[config.mk]
export PLATFORM = sky130hd
export DESIGN_NAME = fifo_wr_arbiter
export DESIGN_NICKNAME = d
export VERILOG_FILES = /design/src/rtl/fifo_wr_arbiter.sv
export SDC_FILE = /design/constraint.sdc
export NUM_CORES = 1
export LEC_CHECK = 0
export BUFFER_PORTS_ARGS = -buffer_cell sky130_fd_sc_hd__buf_4
export CAP_MARGIN = 20
export CORE_AREA = 2 2 52 54
export CTS_CLUSTER_DIAMETER = 30
export DETAILED_ROUTE_END_ITERATION = 8
export DIE_AREA = 0 0 54 56
export GPL_TIMING_DRIVEN = 0
export PLACE_DENSITY = 0.81
export RECOVER_POWER = 25
export SLEW_MARGIN = 20
export SYNTH_ARGS = -nofsm -noshare
export SYNTH_HDL_FRONTEND = slang
export SYNTH_SLANG_ARGS = --single-unit
[constraint.sdc]
create_clock -name clk -period 2.4 [get_ports clk]
set_input_delay 0.24 -clock clk [delete_from_list [all_inputs] [get_ports clk]]
set_output_delay 0.24 -clock clk [all_outputs]
set_load 0.02 [all_outputs]
[src/rtl/fifo_wr_arbiter.sv]
// fifo_wr_arbiter: round-robin burst arbiter sharing one FIFO write port
// among NREQ producers; never writes into a full FIFO.
//
// Ports:
//   clk          rising-edge clock shared with the FIFO
//   rst          asynchronous active-high reset
//   req          per-requester "word available" (held until accepted)
//   req_data     requester i word at [i*DATA_WIDTH +: DATA_WIDTH]
//   gnt          registered one-hot grant, zero when idle
//   fifo_full    FIFO full flag, stalls the current burst
//   fifo_al_full FIFO almost-full flag, blocks new grants
//   fifo_wr      FIFO write strobe
//   fifo_data    FIFO write data (zero when idle)
//   owner        current grantee, holds last grantee when idle
//   busy         high while a grant is active
module fifo_wr_arbiter #(
  parameter int NREQ       = 4,
  parameter int DATA_WIDTH = 8,
  parameter int BURST      = 4
) (
  input  logic                       clk,
  input  logic                       rst,
  input  logic [NREQ-1:0]            req,
  input  logic [NREQ*DATA_WIDTH-1:0] req_data,
  output logic [NREQ-1:0]            gnt,
  input  logic                       fifo_full,
  input  logic                       fifo_al_full,
  output logic                       fifo_wr,
  output logic [DATA_WIDTH-1:0]      fifo_data,
  output logic [$clog2(NREQ)-1:0]    owner,
  output logic                       busy
);

  localparam int IW = $clog2(NREQ);
  localparam int CW = $clog2(BURST + 1);

  typedef enum logic {
    IDLE,
    GRANT
  } state_t;

  state_t          state;
  state_t          state_d;
  logic [NREQ-1:0] gnt_d;
  logic [IW-1:0]   owner_d;
  logic [IW-1:0]   last;
  logic [IW-1:0]   last_d;
  logic [IW-1:0]   pick;
  logic [IW-1:0]   idx;
  logic [CW-1:0]   cnt;
  logic [CW-1:0]   cnt_d;
  logic [CW-1:0]   cnt_inc;
  logic            found;
  logic            xfer;
  logic            rel;
  logic            decide;

  assign busy      = |gnt;
  assign xfer      = req[owner] & gnt[owner] & ~fifo_full;
  assign fifo_wr   = xfer;
  assign fifo_data = busy ?
    req_data[owner*DATA_WIDTH +: DATA_WIDTH] : '0;

  assign cnt_inc = cnt + CW'(1);

  // A burst ends on its last accepted word, or as soon as the
  // grantee has nothing to offer.
  assign rel = (state == GRANT) &
    ((xfer & (cnt_inc == CW'(BURST))) | ~req[owner]);

  assign decide = (state == IDLE) | rel;

  // Rotating search starting just after the last grantee; the
  // final iteration wraps back onto the last grantee itself, so a
  // lone requester is re-granted without a bubble. NREQ is a power
  // of two, so the IW-bit add wraps naturally.
  always_comb begin
    found = 1'b0;
    pick  = last;
    idx   = last;
    for (int i = 1; i <= NREQ; i++) begin
      idx = last + IW'(i);
      if (!found && req[idx]) begin
        found = 1'b1;
        pick  = idx;
      end
    end
  end

  always_comb begin
    state_d = state;
    gnt_d   = gnt;
    owner_d = owner;
    last_d  = last;
    cnt_d   = cnt;
    if (xfer) begin
      cnt_d = cnt_inc;
    end
    if (decide) begin
      cnt_d = '0;
      if (found && !fifo_al_full) begin
        state_d     = GRANT;
        gnt_d       = '0;
        gnt_d[pick] = 1'b1;
        owner_d     = pick;
        last_d      = pick;
      end else begin
        state_d = IDLE;
        gnt_d   = '0;
      end
    end
  end

  always_ff @(posedge clk or posedge rst) begin
    if (rst) begin
      state <= IDLE;
      gnt   <= '0;
      owner <= '0;
      last  <= IW'(NREQ - 1);
      cnt   <= '0;
    end else begin
      state <= state_d;
      gnt   <= gnt_d;
      owner <= owner_d;
      last  <= last_d;
      cnt   <= cnt_d;
    end
  end

endmodule

==> flow_summary.json <==
{
  "hold_path_class": "input pin to register",
  "syn_inst": 92,
  "post_drt_wl_per_cell_um": 14.8,
  "dp.cells": 177,
  "grt_util_met2": 0.314,
  "vias_per_cell": 5.60,
  "grt_pass1_vias": 928,
  "p_comb_frac": 0.706,
  "ys_async_sr_fraction": 1.00,
  "wl_mm": 2.69,
  "crit_required_ns": 2.16,
  "ys_ff_latch": 12,
  "ctsResizeCount": 0,
  "p_leak_nw": 0.734,
  "area_growth_pct": 47.4,
  "finalCriticalPeriod_ns": 2.10,
  "clock_sinks": 12,
  "yosysWarnings": 0,
  "synth_edf_count": 0,
  "drive_gt1_frac": 0.467,
  "maxCapViolations": 0,
  "synth_area_mm2": 0.00104,
  "crit_type": "register to output port",
  "grt_remaining_overflow": 0,
  "io_pins": 56,
  "p_seq_frac": 0.215,
  "worst_hold_slack_ns": 0.295,
  "setup_tns_ns": 0,
  "grt_max_degree": 13,
  "ys.flop_type": "dfrtp_1",
  "diodes": 0,
  "switching_share": 0.455,
  "numCtsBuffers": 3,
  "seq_area_frac_synth": 0.291,
  "hold_start": "fifo_al_full",
  "fin_worst_skew_ns": 0.00286,
  "drcViolationCount": 0,
  "relSlewSlack": 0.482,
  "dp_hpwl_mm": 2.20,
  "slew_violations": 0,
  "r2r_start": "owner[0]$_DFFE_PP0P_",
  "tightest_slew_ns": 0.770,
  "powerDensity_mw_per_mm2": 1130,
  "rrSetupSlack_ns": 0.53,
  "timing.fmax_ghz": 0.475,
  "outcome": "finished clean",
  "setup_viol": 0,
  "power_frac_clock": 0.079,
  "hold_viol_final": 0,
  "root_buffer": "clkbuf_4",
  "placed_area_mm2": 0.00150,
  "startpoint_type": "register",
  "fp-row-count": 18,
  "grt.met1_usage": 0.193,
  "crit_path_start": "owner[0]$_DFFE_PP0P_",
  "cp-end-kind": "output port",
  "routabilityCongestion": 0.736,
  "ys_types": 36,
  "grt_usage": 0.182,
  "initial_core_util": 0.427,
  "core_mm2": 0.00243,
  "die_h_um": 56,
  "vias": 1020,
  "syn_nets": 134,
  "worstPathMaxFanout": 10,
  "design.die.area_mm2": 0.00302,
  "grt_pass1_wl_mm": 4.04,
  "die_w_um": 54,
  "crit_arrival_ns": 1.86,
  "drtIter0Drc": 19,
  "stdcell_count": 182,
  "cts_tree": "done",
  "nets": 195,
  "gr-usage-met3": 0.0484,
  "clkSlewWorstSetupHoldPaths_ns": 0.08,
  "rsz0062_at_grt": "false",
  "intPower_w": 0.000947,
  "grt_busiest_layer": "met2",
  "cts_htree_levels": 1,
  "port_buffers": 55,
  "syn_area_per_cell_um2": 11.3,
  "switching_power_w": 0.000791,
  "post-route-cell-area_mm2": 0.00153,
  "antenna_left": 0,
  "antenna_found_initial": 0,
  "cts_buffer_depth": 2,
  "dr.pass1.iters": 4,
  "period_share": 0.877,
  "worst_ir_drop_vdd_mv": 0.607,
  "insertion_delay_ns": 0.28
}
==> final cells by class <==
cell class                 instances  area (µm²)
buffer                             2        16.3
clock buffer                       4        26.3
fill                             191         900
inverter                           5        18.8
multi-input combinational         73         708
sequential                        12         303
tap                               30        37.5
timing repair buffer              56         423
==> synth_stat cells (3+ instances only) <==
library cell	count	area [µm²]
o31ai_1	3	22.5
o211ai_1	4	30.0
nor2b_1	9	56.3
nand2b_1	3	18.8
dfrtp_1	10	250
inv_1	5	18.8
nand2_1	6	22.5
mux2i_1	5	50.1
mux4_1	8	210
a21oi_1	4	20.0
==> per-layer routing <==
metal,share of wire,up-vias
met5,0,-
met4,0.020,0
met3,0.13,4
met2,0.48,54
met1,0.37,473
li1,-,489
==> per-stage QoR <==
step / util / setup WS, ns / total power (W)
final: 0.630 / 0.296 / 0.00174
after global routing: 0.630 / 0.176 / 0.00187
after CTS: 0.630 / 0.252 / 0.00176
after detailed placement: 0.615 / 0.514 / 0.00162
after global placement: 0.613 / 0.410 / 0.00158
after floorplan: - / 0.571 / 0.00116
==> sequential cells by signal, summed over array words and instances, names as in the netlist <==
register and count:
gnt 4, cnt 3, last 2, state 1, owner 2
==> kinds of logic (layout without fill, tap and decap cells) <==
logic type	count (synthesis)	after routing	synth area share
flops	12	12	0.291
fa+ha+maj	2	2	0.0241
buf+inv	7	67	0.0337
mux	16	16	0.294
xor+xnor	1	1	0.00843
compound gates	18	18	0.140
simple gates	36	36	0.209
==> worst max-delay path, stage by stage (launching register included) <==
cell and delay (ns):
dfrtp_1 0.46, buf_6 0.19, mux4_1 0.57, nor2b_1 0.16
buf_4 0.19
==> worst paths after layout <==
path                                              to  cells past startpoint
worst max-delay path                    fifo_data[0]                      4
worst min-delay path              gnt[1]$_DFFE_PP0P_                      4
worst max register to register  owner[0]$_DFFE_PP0P_                      5
worst min register to register   last[1]$_DFFE_PP1P_                      2
max in group asynchronous        last[1]$_DFFE_PP1P_                      3
min in group asynchronous         cnt[2]$_DFFE_PP0P_                      3
==> power by group through the flow <==
stage	sequential [W]	clock (W)	combinational, W
detailed placement	0.000382	0	0.00124
global route	0.000389	0.000149	0.00134
CTS	0.000378	0.000143	0.00124
finish	0.000374	0.000137	0.00123
global placement	0.000372	0	0.00121
floorplan	0.000412	0	0.000750
==> layout by cell type (no fill, tap or decap), types with 2 or more instances in the layout <==
master | synthesis | routed
clkbuf_4 | 0 | 4
dfstp_2 | 2 | 2
and2_1 | 2 | 2
o31ai_1 | 3 | 3
mux4_1 | 8 | 8
mux2i_1 | 5 | 5
buf_4 | 0 | 54
nand2b_1 | 3 | 3
o211ai_1 | 4 | 4
nor2b_1 | 9 | 9
a31oi_1 | 2 | 2
nor2_1 | 2 | 2
mux2_2 | 2 | 2
dfrtp_1 | 10 | 10
nand2_1 | 6 | 6
ha_1 | 2 | 2
or3_1 | 2 | 2
inv_1 | 5 | 5
o41ai_1 | 2 | 2
a21oi_1 | 4 | 4
==> what timing repair did <==
item,4_1_cts,5_1_grt
setup endpoints to repair,0,0
hold buffers,1,0
hold endpoints to repair,10,0
setup buffers,0,0
(Power assumes the default switching activity.)
